===== src/rtl/fetch_unit_pkg.sv =====
// Shared constants for the instruction fetch front end.
// Defaults here are picked up by fetch_unit's parameters.
package fetch_unit_pkg;

    localparam int          DEFAULT_XLEN         = 32;
    localparam logic [31:0] DEFAULT_RESET_VECTOR = 32'h0000_0000;
    localparam int          INSTR_W              = 32;
    localparam logic [31:0] NOP_INSTR            = 32'h0000_0013;

endpackage


===== src/rtl/fetch_buffer.sv =====
// Small FIFO of {pc, instr} entries that holds fetch responses while ID is stalled.
// The head is read combinationally so it can load IF/ID in the same cycle it is popped.
module fetch_buffer #(
    parameter int WIDTH = 64,
    parameter int DEPTH = 2,
    localparam int PTR_W = $clog2(DEPTH),
    localparam int CNT_W = PTR_W + 1
) (
    input  logic             clk,
    input  logic             rst,
    input  logic             push,
    input  logic [WIDTH-1:0] push_data,
    input  logic             pop,
    input  logic             flush,
    output logic [WIDTH-1:0] head_data,
    output logic [CNT_W-1:0] count,
    output logic             empty
);

    logic [WIDTH-1:0] mem [DEPTH];
    logic [PTR_W-1:0] rd_ptr_reg;
    logic [PTR_W-1:0] wr_ptr_reg;
    logic [CNT_W-1:0] count_reg;

    // DEPTH is a power of two, so the pointers wrap on their own.
    always_ff @(posedge clk or posedge rst) begin
        if (rst) begin
            rd_ptr_reg <= '0;
            wr_ptr_reg <= '0;
            count_reg  <= '0;
        end else if (flush) begin
            rd_ptr_reg <= '0;
            wr_ptr_reg <= '0;
            count_reg  <= '0;
        end else begin
            if (push) begin
                wr_ptr_reg <= wr_ptr_reg + PTR_W'(1);
            end
            if (pop) begin
                rd_ptr_reg <= rd_ptr_reg + PTR_W'(1);
            end
            count_reg <= count_reg + CNT_W'(push) - CNT_W'(pop);
        end
    end

    always_ff @(posedge clk) begin
        if (push && !flush) begin
            mem[wr_ptr_reg] <= push_data;
        end
    end

    assign head_data = mem[rd_ptr_reg];
    assign count     = count_reg;
    assign empty     = (count_reg == '0);

endmodule


===== src/rtl/fetch_unit.sv =====
// Core front end: owns the PC, issues credit-limited fetches to an in-order memory
// and fills the IF/ID register, buffering responses that arrive while ID is stalled.
module fetch_unit
    import fetch_unit_pkg::*;
#(
    parameter int              XLEN         = DEFAULT_XLEN,
    parameter logic [XLEN-1:0] RESET_VECTOR = XLEN'(DEFAULT_RESET_VECTOR),
    parameter int              BUF_DEPTH    = 2
) (
    input  logic               clk,
    input  logic               rst,
    input  logic               stall_pc,
    input  logic               stall_ifid,
    input  logic               redirect_valid,
    input  logic [XLEN-1:0]    redirect_pc,
    output logic               imem_req_valid,
    input  logic               imem_req_ready,
    output logic [XLEN-1:0]    imem_req_addr,
    input  logic               imem_resp_valid,
    input  logic [INSTR_W-1:0] imem_resp_data,
    output logic               ifid_valid,
    output logic [XLEN-1:0]    ifid_pc,
    output logic [INSTR_W-1:0] ifid_instr
);

    localparam int CNT_W   = $clog2(BUF_DEPTH) + 1;
    localparam int ENTRY_W = XLEN + INSTR_W;

    logic [XLEN-1:0]    pc_reg, pc_next;
    logic [XLEN-1:0]    resp_pc_reg, resp_pc_next;
    logic [CNT_W-1:0]   outstanding_reg, outstanding_next;
    logic [CNT_W-1:0]   discard_reg, discard_next;
    logic               ifid_valid_reg, ifid_valid_next;
    logic [XLEN-1:0]    ifid_pc_reg, ifid_pc_next;
    logic [INSTR_W-1:0] ifid_instr_reg, ifid_instr_next;

    logic [ENTRY_W-1:0] buf_head;
    logic [CNT_W-1:0]   buf_count;
    logic               buf_empty;
    logic               buf_push, buf_pop;
    logic [CNT_W:0]     inflight;
    logic               accept, resp_drop, resp_live, load, bypass;

    // Credit covers both in-flight requests and buffered entries, so every
    // response is guaranteed a slot; only registered state feeds req_valid.
    assign inflight       = {1'b0, outstanding_reg} + {1'b0, buf_count};
    assign imem_req_valid = !rst && !stall_pc && !redirect_valid
                            && (inflight < (CNT_W + 1)'(BUF_DEPTH));
    assign imem_req_addr  = pc_reg;
    assign accept         = imem_req_valid && imem_req_ready;

    assign resp_drop = imem_resp_valid && (discard_reg != '0);
    assign resp_live = imem_resp_valid && (discard_reg == '0) && !redirect_valid;
    assign load      = !stall_ifid && !redirect_valid;
    assign buf_pop   = load && !buf_empty;
    assign bypass    = load && buf_empty && resp_live;
    assign buf_push  = resp_live && !bypass;

    // Fetches are sequential between redirects, so the PC of each live response
    // is tracked by a counter instead of a per-request tag queue.
    always_comb begin
        pc_next          = pc_reg;
        resp_pc_next     = resp_pc_reg;
        outstanding_next = outstanding_reg + CNT_W'(accept) - CNT_W'(imem_resp_valid);
        discard_next     = discard_reg;
        ifid_valid_next  = ifid_valid_reg;
        ifid_pc_next     = ifid_pc_reg;
        ifid_instr_next  = ifid_instr_reg;

        if (redirect_valid) begin
            pc_next         = redirect_pc;
            resp_pc_next    = redirect_pc;
            discard_next    = outstanding_reg - CNT_W'(imem_resp_valid);
            ifid_valid_next = 1'b0;
            ifid_pc_next    = '0;
            ifid_instr_next = NOP_INSTR;
        end else begin
            if (accept) begin
                pc_next = pc_reg + XLEN'(4);
            end
            if (resp_drop) begin
                discard_next = discard_reg - CNT_W'(1);
            end
            if (resp_live) begin
                resp_pc_next = resp_pc_reg + XLEN'(4);
            end
            if (load) begin
                if (buf_pop) begin
                    ifid_valid_next = 1'b1;
                    ifid_pc_next    = buf_head[ENTRY_W-1:INSTR_W];
                    ifid_instr_next = buf_head[INSTR_W-1:0];
                end else if (bypass) begin
                    ifid_valid_next = 1'b1;
                    ifid_pc_next    = resp_pc_reg;
                    ifid_instr_next = imem_resp_data;
                end else begin
                    ifid_valid_next = 1'b0;
                    ifid_pc_next    = '0;
                    ifid_instr_next = NOP_INSTR;
                end
            end
        end
    end

    always_ff @(posedge clk or posedge rst) begin
        if (rst) begin
            pc_reg          <= RESET_VECTOR;
            resp_pc_reg     <= RESET_VECTOR;
            outstanding_reg <= '0;
            discard_reg     <= '0;
            ifid_valid_reg  <= 1'b0;
            ifid_pc_reg     <= '0;
            ifid_instr_reg  <= NOP_INSTR;
        end else begin
            pc_reg          <= pc_next;
            resp_pc_reg     <= resp_pc_next;
            outstanding_reg <= outstanding_next;
            discard_reg     <= discard_next;
            ifid_valid_reg  <= ifid_valid_next;
            ifid_pc_reg     <= ifid_pc_next;
            ifid_instr_reg  <= ifid_instr_next;
        end
    end

    fetch_buffer #(
        .WIDTH (ENTRY_W),
        .DEPTH (BUF_DEPTH)
    ) u_buf (
        .clk       (clk),
        .rst       (rst),
        .push      (buf_push),
        .push_data ({resp_pc_reg, imem_resp_data}),
        .pop       (buf_pop),
        .flush     (redirect_valid),
        .head_data (buf_head),
        .count     (buf_count),
        .empty     (buf_empty)
    );

    assign ifid_valid = ifid_valid_reg;
    assign ifid_pc    = ifid_pc_reg;
    assign ifid_instr = ifid_instr_reg;

endmodule


===== config.mk =====
export PLATFORM = sky130hd
export DESIGN_NAME = fetch_unit
export DESIGN_NICKNAME = d
export VERILOG_FILES = /design/src/rtl/fetch_unit_pkg.sv /design/src/rtl/fetch_buffer.sv /design/src/rtl/fetch_unit.sv
export SDC_FILE = /design/constraint.sdc
export NUM_CORES = 1
export LEC_CHECK = 0
export ABC_AREA = 1
export ABC_CLOCK_PERIOD_IN_PS = 6800
export CAP_MARGIN = 20
export CORE_UTILIZATION = 55
export DETAILED_ROUTE_END_ITERATION = 16
export GPL_ROUTABILITY_DRIVEN = 0
export PLACE_DENSITY = 0.8
export SLEW_MARGIN = 20
export SYNTH_ARGS = -nofsm -noshare
export SYNTH_HDL_FRONTEND = slang
export SYNTH_SLANG_ARGS = --single-unit

===== constraint.sdc =====
create_clock -name clk -period 6.8 [get_ports clk]
set_clock_uncertainty 0.2 [all_clocks]
set_input_delay 1.36 -clock clk [delete_from_list [all_inputs] [get_ports clk]]
set_output_delay 1.36 -clock clk [all_outputs]
set_load 0.01 [all_outputs]

==> summary.txt <==
Routing
  • DRC violations left: 0
  • Routed Antenna Nets: 0
  • Iter 0 DRT Violations: 954
  • Wire length per cell: 17.3 um
  • Routed Wire Length: 31,600 um
  • Vias per inst: 5.59
  • Detailed-router iteration count before antenna repair: 5
  • Detailed-route via count: 10.2k

Clock network
  • Post-CTS Setup Inserts: 0
  • Root Buffer: clkbuf_16
  • CTS tree: done
  • Latest clock arrival within the worst-skew pair: 0.53 ns
  • Cts hold-fix bufs: 0
  • Total CTS buffers: 27
  • Htree depth: 1
  • Clk slew on worst S/H paths: 0.06 ns
  • Post_cts resized: 0
  • CTS Sinks: 265
  • Clk buf depth: 3

Hold path
  • Worst hold path depth: 2
  • Hold Path End: imem_req_addr[1]
  • Hold Crit Class: register to register
  • Hold_sp: imem_req_addr[1]

Global routing
  • Antenna violations before repair: 0
  • GR met3 Demand/Resource: 4.37%
  • Vias in the first global route: 9,956
  • First-pass GRT wire length: 50,900 um
  • Gr usage total: 27.4%
  • GRT busiest layer: met2
  • Grt met1 use: 36.8%
  • Total gr overflow: 0
  • Largest net degree at the start of global routing: 96
  • Met2 Use GR: 45.2%

Setup path
  • R2r endpoint: u_buf.mem[0][8]
  • Worst path cell trace: clkdlybuf4s50_1, nor2_1, and3_1, clkdlybuf4s50_1
  • Reg2reg start: discard_reg[0]
  • Crit path kind: input port to output port
  • Flop2flop setup slack: 3.17 ns
  • Setup crit start: rst
  • CP Capture Type: output port
  • Worst Path Max Fanout: 2
  • R2R cell count: 9
  • Most used cell, CP: clkdlybuf4s50_1
  • Required time of the worst setup path: 5.24 ns
  • Crit start category: input port
  • Highest cell delay on the worst timing path: 0.54 ns
  • Slowest cell on crit path: clkdlybuf4s50_1
  • Arr. time, crit path: 2.86 ns

Die
  • Die Width: 153 um
  • Initial Util: 56.7%
  • Die Span Y: 153 um
  • FP Rows: 54
  • Core box area: 22,100 um^2
  • DIE AREA: 23,400 um^2
  • Ports: 169

Power
  • Peak supply drop: 0.000186 V
  • Leakage power: 6.40 nW
  • Cell area power density: 279 nW/um^2

Placed design
  • Port-buffer cells: 168
  • Post-place setup slack: 1.86 ns
  • Post-DP HPWL: 20,400 um

Synthesis
  • Seq/Total Area, Yosys: 58.1%
  • Cell variety after synth: 44
  • Ys flop type: dfrtp_1
  • Cells after synthesis: 1,371
  • Syn nets: 1,451
  • Async set-reset flop share out of synthesis: 51.7%
  • Yosys warns: 0
  • Syn Area/Cell: 9.13 um^2
  • Yosys reg bits: 265
  • Area of the mapped netlist: 12,500 um^2
  • Post-synth EDFFs: 128

Cells and area
  • Ant. Diodes: 0
  • Largest Register: u_buf.mem
  • Fillers: 1,598
  • Share of cells above drive strength 1: 7.13%
  • Fin nets: 1,603
  • Area Growth Syn to Fin: 21.8%
  • Max reg flops: 128

STA
  • Clock period minus worst slack: 4.42 ns
  • Worst Tran Pin Value: 1.03 ns
  • Worst relative slew slack: 31.2%
  • Final worst-path setup slack: 2.38 ns
  • Achievable Freq: 226 MHz
  • Final setup viols: 0
  • Part of the cycle the worst path needs: 64.9%
  • Max-slew violation count: 0
  • Hold Violations, Final: 0
  • Setup_tns: 0 ns
  • Unrepaired setup endpoints after global routing: no

Outcome
  • Status: completed

Flow run
  • Max Cap Violations: 0
[synthesized netlist by cell type, drive strengths merged (3+ instances only)]
master	number	area [um^2]
a21oi	8	40.0
a31oi	3	18.8
buf	34	195
clkbuf	21	78.8
dfrtp	134	3350
dfstp	3	78.8
edfxtp	128	3840
ha	8	100
inv	118	445
nand2	457	1740
nand3	125	651
nand4	6	52.6
nor2	176	746
o211ai	26	195
o21ai	46	234
o21bai	3	22.5
o311ai	42	443
xnor2	6	52.6
xor2	16	140
[metrics by stage]
stage                     std cells  total power [mW]  utilization [%]  hold WS (ns)  area [um^2]
final                          1823              4.26             69.0         0.272        15200
after global placement         1774              2.78             65.1         0.261        14400
after detailed placement       1774              2.81             65.1         0.262        14400
after global routing           1823              4.44             69.0         0.297        15200
after CTS                      1823              4.27             69.0         0.277        15200
after floorplan                1371              2.46                -         0.264        12500
[kinds of logic after synthesis]
logic type      Yosys count  share of synthesized area [%]
xor+xnor                 22                           1.54
mux                       1                         0.0799
fa+ha+maj                 9                          0.959
buf+inv                 175                           5.82
compound gates          130                           7.75
simple gates            769                           25.7
flops                   265                           58.1
[routing by layer]
metal  share of wire (%)  routed length [um]
met3                 8.2                2580
met1                  41               13000
met5                   0                   0
met4                 2.9                 902
met2                  48               15200
[worst max path at each step]
stage                            endpoint
final                      imem_req_valid
after CTS                  imem_req_valid
after floorplan           u_buf.mem[0][0]
after global placement    u_buf.mem[0][8]
after global routing      u_buf.mem[0][8]
after detailed placement  u_buf.mem[0][5]
[critical path, delay by kind of cell]
kind	cells	cell delay, ns
buf+inv	2	1.03
simple gates	2	0.46
[where the power goes]
part | leakage [nW] | switching, mW | internal (mW)
registers | 2.93 | 0.162 | 1.86
clock network | 0.426 | 0.598 | 0.870
logic | 3.05 | 0.452 | 0.313
[layout by cell type, fill, tap and decap left out, types with 25 or more instances in the layout]
master | netlist | layout
o311ai_1 | 25 | 25
dfrtp_1 | 134 | 133
o211ai_1 | 26 | 26
clkdlybuf4s50_1 | 0 | 167
edfxtp_1 | 128 | 128
nand3_1 | 120 | 120
clkbuf_16 | 0 | 27
o21ai_0 | 41 | 41
nor2_1 | 156 | 154
inv_1 | 111 | 110
nand2_1 | 448 | 448
[area by class of cell]
class | instances | area [um^2] | area share, %
sequential | 265 | 7280 | 47.7
clock buffer | 39 | 741 | 4.86
inverter | 120 | 460 | 3.02
clock inverter | 10 | 129 | 0.845
timing repair buffer | 178 | 1750 | 11.5
multi-input combinational | 931 | 4540 | 29.8
tap | 280 | 350 | 2.30
Power figures use the tool's default switching activity.
